File: src/rtl/or_accum_pkg.sv
// rtl/or_accum_pkg.sv - shared types and constants for the OR window accumulator
// Contents: state_t (ACCUM/HOLD), WINDOW legality bounds, cnt_width() helper.
package or_accum_pkg;

    typedef enum logic {
        ACCUM = 1'b0,
        HOLD  = 1'b1
    } state_t;

    localparam int WINDOW_MIN = 1;
    localparam int WINDOW_MAX = 256;

    // Width of a counter that must hold the values 0..window inclusive.
    function automatic int cnt_width(input int window);
        return $clog2(window + 1);
    endfunction

endpackage

File: src/rtl/or_window_accum.sv
// rtl/or_window_accum.sv - ORs WINDOW accepted samples into a sticky result behind a valid/ready port
// Parameters: WIDTH (sample/result width), WINDOW (samples per window, 1..256).
// Ports:
//   CLK, RESET        clock, synchronous active-high reset
//   I, I_valid        sample in;  I_ready  = sample accepted this cycle
//   O, O_count        closed-window OR result and number of samples folded in
//   O_valid, O_ready  result handshake
//   FLUSH             close a partial window early (only when OR_ACCUM_FLUSH_EN is defined)
module or_window_accum
    import or_accum_pkg::*;
#(
    parameter int WIDTH  = 2,
    parameter int WINDOW = 4
) (
    input  logic                          CLK,
    input  logic                          RESET,
    input  logic [WIDTH-1:0]              I,
    input  logic                          I_valid,
    output logic                          I_ready,
    output logic [WIDTH-1:0]              O,
    output logic [cnt_width(WINDOW)-1:0]  O_count,
    output logic                          O_valid,
    input  logic                          O_ready
`ifdef OR_ACCUM_FLUSH_EN
    ,
    input  logic                          FLUSH
`endif
);

    localparam int             CW      = cnt_width(WINDOW);
    localparam logic [CW-1:0]  WIN_CNT = CW'(WINDOW);

    if (WINDOW < WINDOW_MIN || WINDOW > WINDOW_MAX) begin : g_bad_window
        $error("or_window_accum: illegal WINDOW value");
    end

    state_t            state;
    logic [WIDTH-1:0]  acc;
    logic [CW-1:0]     cnt;

    logic              in_xfer;
    logic              out_xfer;
    logic              flush_req;
    logic [WIDTH-1:0]  nacc;
    logic [CW-1:0]     ncnt;
    logic              close;

`ifdef OR_ACCUM_FLUSH_EN
    assign flush_req = FLUSH;
`else
    assign flush_req = 1'b0;
`endif

    // In HOLD the input can only move when the result leaves in the same cycle.
    assign I_ready  = (state == ACCUM) | O_ready;
    assign O_valid  = (state == HOLD);
    assign in_xfer  = I_valid & I_ready;
    assign out_xfer = O_valid & O_ready;

    // Window contents including any sample accepted this cycle.
    assign nacc  = acc | (in_xfer ? I : '0);
    assign ncnt  = cnt + CW'(in_xfer);
    // A flush only closes a window that holds at least one sample.
    assign close = (ncnt == WIN_CNT) | (flush_req & (ncnt != '0));

    always_ff @(posedge CLK) begin
        if (RESET) begin
            state   <= ACCUM;
            acc     <= '0;
            cnt     <= '0;
            O       <= '0;
            O_count <= '0;
        end else begin
            case (state)
                ACCUM: begin
                    if (close) begin
                        O       <= nacc;
                        O_count <= ncnt;
                        acc     <= '0;
                        cnt     <= '0;
                        state   <= HOLD;
                    end else begin
                        acc <= nacc;
                        cnt <= ncnt;
                    end
                end
                HOLD: begin
                    if (out_xfer) begin
                        if (in_xfer && WINDOW == 1) begin
                            // Single-sample windows close at once: reload and stay.
                            O       <= I;
                            O_count <= CW'(1);
                        end else if (in_xfer) begin
                            acc   <= I;
                            cnt   <= CW'(1);
                            state <= ACCUM;
                        end else begin
                            state <= ACCUM;
                        end
                    end
                end
                default: state <= ACCUM;
            endcase
        end
    end

endmodule

File: config.mk
export PLATFORM = sky130hd
export DESIGN_NAME = or_window_accum
export DESIGN_NICKNAME = d
export VERILOG_FILES = /design/src/rtl/or_accum_pkg.sv /design/src/rtl/or_window_accum.sv
export SDC_FILE = /design/constraint.sdc
export NUM_CORES = 1
export LEC_CHECK = 0
export CAP_MARGIN = 5
export CORE_MARGIN = 8
export CORE_UTILIZATION = 25
export CTS_CLUSTER_DIAMETER = 120
export CTS_CLUSTER_SIZE = 25
export DETAILED_ROUTE_END_ITERATION = 16
export PLACE_DENSITY = 0.44
export SYNTH_ARGS = -nofsm -noshare
export SYNTH_HDL_FRONTEND = slang
export SYNTH_SLANG_ARGS = --single-unit
File: constraint.sdc
create_clock -name CLK -period 3.18 [get_ports CLK]
set_clock_uncertainty 0.2 [all_clocks]
set_input_delay 0.636 -clock CLK [delete_from_list [all_inputs] [get_ports CLK]]
set_output_delay 0.636 -clock CLK [all_outputs]
set_load 0.005 [all_outputs]
Word level (Yosys, flattened, before mapping)
Cells that the tools add are included.

Multiplexer cells: 12. Bitwise operators: 5. $add $sub $neg: 1. Equality and inequality tests: 3. Reduce and logical (&&, ||, !) cells: 2.

Operator list (number): 3-bit 2-to-1 mux (3); 2-bit 2-to-1 mux (4); 3-bit one-hot mux with 2 select lines (1); 2-bit by 1-bit != test with 1-bit output, second input constant (2); 2-bit one-hot mux with 2 select lines (1); 2-bit AND reduction (2); 3-bit by 1-bit adder with 3-bit output (1); 3-bit equality test, second input constant (1); 1-bit bitwise AND (2); 1-bit 2-to-1 mux (2); 2-bit bitwise OR (1); 1-bit one-hot mux with 2 select lines (1); 1-bit inverter (1); 1-bit bitwise OR (1).

Register bits after elaboration: 11. Output and inout bits: 7. Word-level logic and storage cells: 28. Input bits: 6.

Depth between registers and ports, before layout
Gate-level depths: netlist of the first run.

Word-level depth: 7. Depth in mapped cells: 8. Depth with buffers taken out: 8.

Worst setup path before layout of the first run
OpenSTA, ideal clock, no wires.

Path kind: input -> register. Start point: input port O_ready. End point: register O[0]. Stages on the path: 7. Required time: 2.863 ns. Library setup time: 0.117 ns. Setup slack: 0.699 ns. Data arrival time: 2.164 ns. Path buffers: 0. Cells stage by stage: nand2b_1 nand3_1 inv_1 ha_1 or4_4 nor2b_4 a22o_1.

Cells in the longest elaborated chain, start to end: 5. Elaborated cells between the ends (all ways): 7. Those cells by class: add/sub (1); eq/ne (1); mux (1); bitwise (3); reduce/logical (1).

Ends and longest elaborated chain: start, declared (line or_window_accum.sv:23) `input logic O_ready`; 1-bit bitwise OR (line or_window_accum.sv:55) `assign I_ready = (state == ACCUM) | O_ready;`; 1-bit bitwise AND (line or_window_accum.sv:57) `assign in_xfer = I_valid & I_ready;`; 3-bit by 1-bit adder with 3-bit output (line or_window_accum.sv:62) `assign ncnt = cnt + CW'(in_xfer);`; net ncnt[1] (line or_window_accum.sv:45) `logic [CW-1:0] ncnt;`; 3-bit equality test (line or_window_accum.sv:64) `assign close = (ncnt == WIN_CNT) | (flush_req & (ncnt != '0));`; 2-bit AND reduction (no line); end signal, assigned (line or_window_accum.sv:77) `O <= nacc;`; end, declared (line or_window_accum.sv:20) `output logic [WIDTH-1:0] O,`.

The timed path passes the listed nets, and every way through them passes these cells. A chain may end at the register's enable or synchronous reset.

Worst setup path in the final report of the first run
Start point: input port O_ready. End point: output port I_ready.

Cells in the longest elaborated chain, start to end: 1.

Ends and longest elaborated chain: 1-bit bitwise OR (line or_window_accum.sv:55); end, declared (line or_window_accum.sv:19) `output logic I_ready,`.

No other way between the ends.

==> summary.txt, run 1 <==
first-pass GRT wire length - 2080 um
Post-synth ARST share - 0%
crit-path cells - clkdlybuf4s50_1 > nand2b_1 > buf_4 > clkdlybuf4s50_1
# setup viols final - 0
area delta synth->final - 40.0%
Hold-fix buffers, CTS - 0
largest net degree at the start of global routing - 15
vias in the first global route - 496
Post-synth EDFFs - 0
grt ovf - 0
WL/cell - 12.1 um
setup repair bufs after CTS - 0
DRC errors left - 0
worst vdd ir - 0.000260 V
Site Rows - 16
TNS Setup - 0 ns
fraction of layout cells with a size suffix above 1 - 17.6%
Crit path max-delay family - buffers and inverters
CTS tree - built
Synthesized Nets - 62
register area - 220 um^2
crit end category - output pin
sequential fraction of the synthesis area - 43.2%
Die Ht - 61.1 um
Placeable Area - 0.00194 mm^2
crit path launch type - primary input
die width - 61.1 um
Slew Viols, Final - 0
HPWL after DPL - 934 um
syn_area_per_cell - 9.26 um^2
Syn. warnings - 0
f_max - 371 MHz
TritonRoute pass-1 iters - 4
final wirelength - 1220 um
Mapped Cells - 55
CTS Root Buffer Type - clkbuf_4
Final nets - 82
Tcrit/Tclk final - 84.7%
Critical Path Most Common Cell - clkdlybuf4s50_1
leakage - 0.280 nW
unrepaired setup endpoints after global routing - false
Starting DRT DRC Count - 5
Antenna diodes - 0
max-cap violations - 0
Slowest-stage cell, CP - clkdlybuf4s50_1
Hold/Removal Path Class - reg2reg
Clock Sinks - 11
Power Density - 400 mW/mm^2
Initial Util - 26.2%
ys flop type - dfxtp_1
kind of critical path - in2out
outcome - completed
Min Hold Slack - 0.252 ns
crit-path max FO - 3
initial antenna violation count - 0
htree depth - 1
Boundary Pins - 13
final hold vios - 0
CP peak stage delay - 0.49 ns
antenna viol nets, final - 0
CP arrival - 1.86 ns
GPL Wtd Cong - 0.768
total CTS buffers - 3
Tmin final - 2.69 ns
vias post-DR - 457
vias per std cell - 4.52
GRT Resource Usage Total - 7.59%
Buf/Inv on CP - 3
worst slew pin tran - 0.449 ns
Port Buffer Count - 12
commonest non-fill, non-tap cell in the layout - clkdlybuf4s50_1
area of the multi-input gates - 256 um^2
max_slew headroom - 70.0%
Worst-Skew Late Latency - 0.27 ns
Max Root-Sink Buffers - 2
Yosys reg bits - 11
Layout fillers - 210
Resized cells post-CTS - 0
CTS clk-pin slew, worst paths - 0.07 ns
DIE AREA - 0.00374 mm^2
Data required, critical path - 2.34 ns
Mapped Area - 509 um^2
most frequent cells in the layout - clkdlybuf4s50_1, dfxtp_1, a21oi_1
Distinct cells, synth - 25
==> final timing paths <==
| path | startpoint | endpoint | slack, ns | cells past startpoint |
|---|---|---|---|---|
| worst max-delay path | O_ready | I_ready | 0.49 | 4 |
| worst min-delay path | O_count[2] | O_count[2] | 0.25 | 2 |
| worst max register to register | O_valid | O[1] | 0.77 | 7 |
| worst min register to register | O_count[2] | O_count[2] | 0.25 | 2 |
==> power breakdown <==
| part | switching (mW) | internal [mW] |
|---|---|---|
| registers | 0.00325 | 0.142 |
| logic | 0.0179 | 0.0208 |
| clock network | 0.0525 | 0.0486 |
==> metrics by stage <==
step	total power, mW	std cells	utilization (%)	instance area (um^2)	setup slack [ns]
floorplan	0.171	55	-	509	0.699
global placement	0.188	97	35.4	687	0.253
detailed placement	0.188	97	35.4	687	0.240
CTS	0.289	101	36.7	713	0.475
global route	0.295	101	36.7	713	0.397
finish	0.285	101	36.7	713	0.487
==> area by class of cell <==
| class | instances | area share [%] |
|---|---|---|
| Multi-Input combinational cell | 38 | 36.0 |
| Sequential cell | 11 | 30.9 |
| Timing Repair Buffer | 18 | 23.2 |
| Tap cell | 27 | 4.74 |
| Clock buffer | 4 | 3.68 |
| Inverter | 3 | 1.58 |
==> cells in the mapped netlist (all sizes together), types with 3 or more instances <==
cell | count | area [um^2]
dfxtp | 11 | 220
inv | 3 | 11.3
buf | 3 | 21.3
a21oi | 7 | 35.0
and2 | 3 | 21.3
nor3 | 4 | 20.0
==> routing by layer <==
layer  wire length, um  track usage [%]  part of all wire [%]  vias up
met2               600             12.4                    49       10
met5                 0                0                     0        -
li1                  -                -                     -      238
met1               539             8.19                    44      205
met3                49             1.88                   4.0        4
met4                28             5.98                   2.3        0
==> state kept, by name (all words and copies together) (netlist names) <==
register  cells
cnt           3
acc           2
O_count       3
O             2
O_valid       1
==> cells by family after synthesis <==
kind of cell,synth area share (%)
AO/OA/AOI/OAI,23.6
XOR/XNOR,3.44
adder cells (fa/ha/maj),2.46
buffers and inverters,6.39
flip-flops,43.2
multiplexers,1.97
AND/OR/NAND/NOR,18.9
==> tightest hold or removal path: cells and delay by family (launching register included) <==
| family | cells | cell delay, ns |
|---|---|---|
| AO/OA/AOI/OAI | 1 | 0.05 |
| buffers and inverters | 1 | 0.05 |
| flip-flops | 1 | 0.31 |
Power figures use the tool's default switching activity.
==> inputs of run 2 (changes only) <==
PLACE_DENSITY = 0.46   (was 0.44)
clock period = 2.3 ns   (was 3.18 ns; I/O delays follow)
==> run 2 against run 1 <==
Against the previous run:
- utilization rose by 1.8 points
- total power increased by 37%
- wire length fell by 3.2%
- clock-buffer cell count is the same
==> summary.txt, run 2 (synthesis gave the netlist of run 1 again) <==
antenna viol nets, final - 0
outcome - completed
fin util - 38.5%
Worst-Skew Late Latency - 0.27 ns
Clock Sinks - 11
GRT Resource Usage Total - 7.42%
Antenna diodes - 0
CP peak stage delay - 0.48 ns
final hold vios - 0
Final nets - 84
Buf/Inv on CP - 2
Placed Instance Area - 702 um^2
HPWL after DPL - 922 um
Hold/Removal Path Class - reg2reg
Tcrit/Tclk final - 93.6%
placed cells - 99
CTS Root Buffer Type - clkbuf_4
total CTS buffers - 3
Tmin final - 2.15 ns
CTS clk-pin slew, worst paths - 0.07 ns
crit-path cells - dlygate4sd2_1 > nand2b_4 > nand3_2 > inv_2 > ha_2 > xnor2_2 > or4_4 > nor2b_4 > a22o_1
die width - 61.1 um
final wirelength - 1180 um
CP arrival - 2.11 ns
Die Ht - 61.1 um
max-cap violations - 0
crit-path max FO - 4
post-route cell area - 748 um^2
vias post-DR - 466
Slew Viols, Final - 0
DRC errors left - 0
GPL Wtd Cong - 0.725
Site Rows - 16
WL/cell - 11.4 um
Boundary Pins - 13
vias per std cell - 4.52
Crit path max-delay family - simple AND/OR/NAND/NOR gates
Initial Util - 26.2%
CTS tree - built
Min Hold Slack - 0.249 ns
largest net degree at the start of global routing - 14
crit end category - flip-flop
Data required, critical path - 2.26 ns
area delta synth->final - 46.9%
Hold-fix buffers, CTS - 0
Starting DRT DRC Count - 15
Power Density - 521 mW/mm^2
kind of critical path - in2reg
crit path launch type - primary input
grt ovf - 0
Slowest-stage cell, CP - or4_4
Placeable Area - 0.00194 mm^2
fraction of layout cells with a size suffix above 1 - 26.3%
Port Buffer Count - 12
f_max - 464 MHz
commonest non-fill, non-tap cell in the layout - dfxtp_1
worst slew pin tran - 0.417 ns
initial antenna violation count - 0
Largest regs - O_count: 3 flops, cnt: 3 flops
unrepaired setup endpoints after global routing - false
leakage - 0.295 nW
Max Root-Sink Buffers - 2
DIE AREA - 0.00374 mm^2
htree depth - 1
worst vdd ir - 0.000321 V
TritonRoute pass-1 iters - 4
# setup viols final - 0
most frequent cells in the layout - dfxtp_1, clkdlybuf4s50_1, buf_4
max_slew headroom - 72.1%
final std cells w/o fill - 103
vias in the first global route - 493
first-pass GRT wire length - 2080 um
run 2: worst paths after layout:
check | from | end | slack [ns] | cells after the start
worst min register to register | O_count[2] | O_count[2] | 0.25 | 2
worst max-delay path | O_ready | O[0] | 0.15 | 9
worst min-delay path | O_count[2] | O_count[2] | 0.25 | 2
worst max register to register | cnt[0] | O[0] | 0.26 | 6
run 2: cell type report:
| class | count | area, um^2 |
|---|---|---|
| multi-input cells | 38 | 279 |
| fillers | 210 | 1190 |
| repair buffers | 20 | 178 |
| well taps | 27 | 33.8 |
| flip-flops and latches | 11 | 220 |
| clock buffers | 4 | 26.3 |
| inverters | 3 | 11.3 |
run 2: power breakdown:
part	switching (mW)	internal [mW]
registers	0.00438	0.197
clock network	0.0662	0.0671
logic	0.0257	0.0298
total	0.0963	0.293
run 2: worst reg2reg max path: stages, from the launching register on:
cell and delay [ns]:
dfxtp_1 0.40, nand3_2 0.11, inv_2 0.06, ha_2 0.26
or4_4 0.53, nor2b_4 0.15, a22o_1 0.22
run 2: timing repair:
| item | 4_1_cts | 5_1_grt |
|---|---|---|
| endpoints found under the hold margin | 0 | 0 |
| endpoints found under the setup margin | 6 | 0 |
| resized for setup | 7 | 0 |
| setup buffers | 0 | 0 |
run 2: stage by stage:
| stage | power (mW) | TNS, ns | worst slack (ns) |
|---|---|---|---|
| after floorplan | 0.237 | 0 | 0.00887 |
| after global placement | 0.260 | -2.37 | -0.417 |
| after detailed placement | 0.260 | -2.41 | -0.418 |
| after CTS | 0.395 | 0 | 0.150 |
| after global routing | 0.411 | 0 | 0.0692 |
| final | 0.390 | 0 | 0.147 |
run 2: metal layers:
metal  GRT usage, %  up-vias  share of wire [%]
li1               -      245                  -
met1           8.30      207                 47
met2           11.6       10                 45
met3           3.13        4                5.8
met4           3.99        0                1.8
met5              0        -                  0
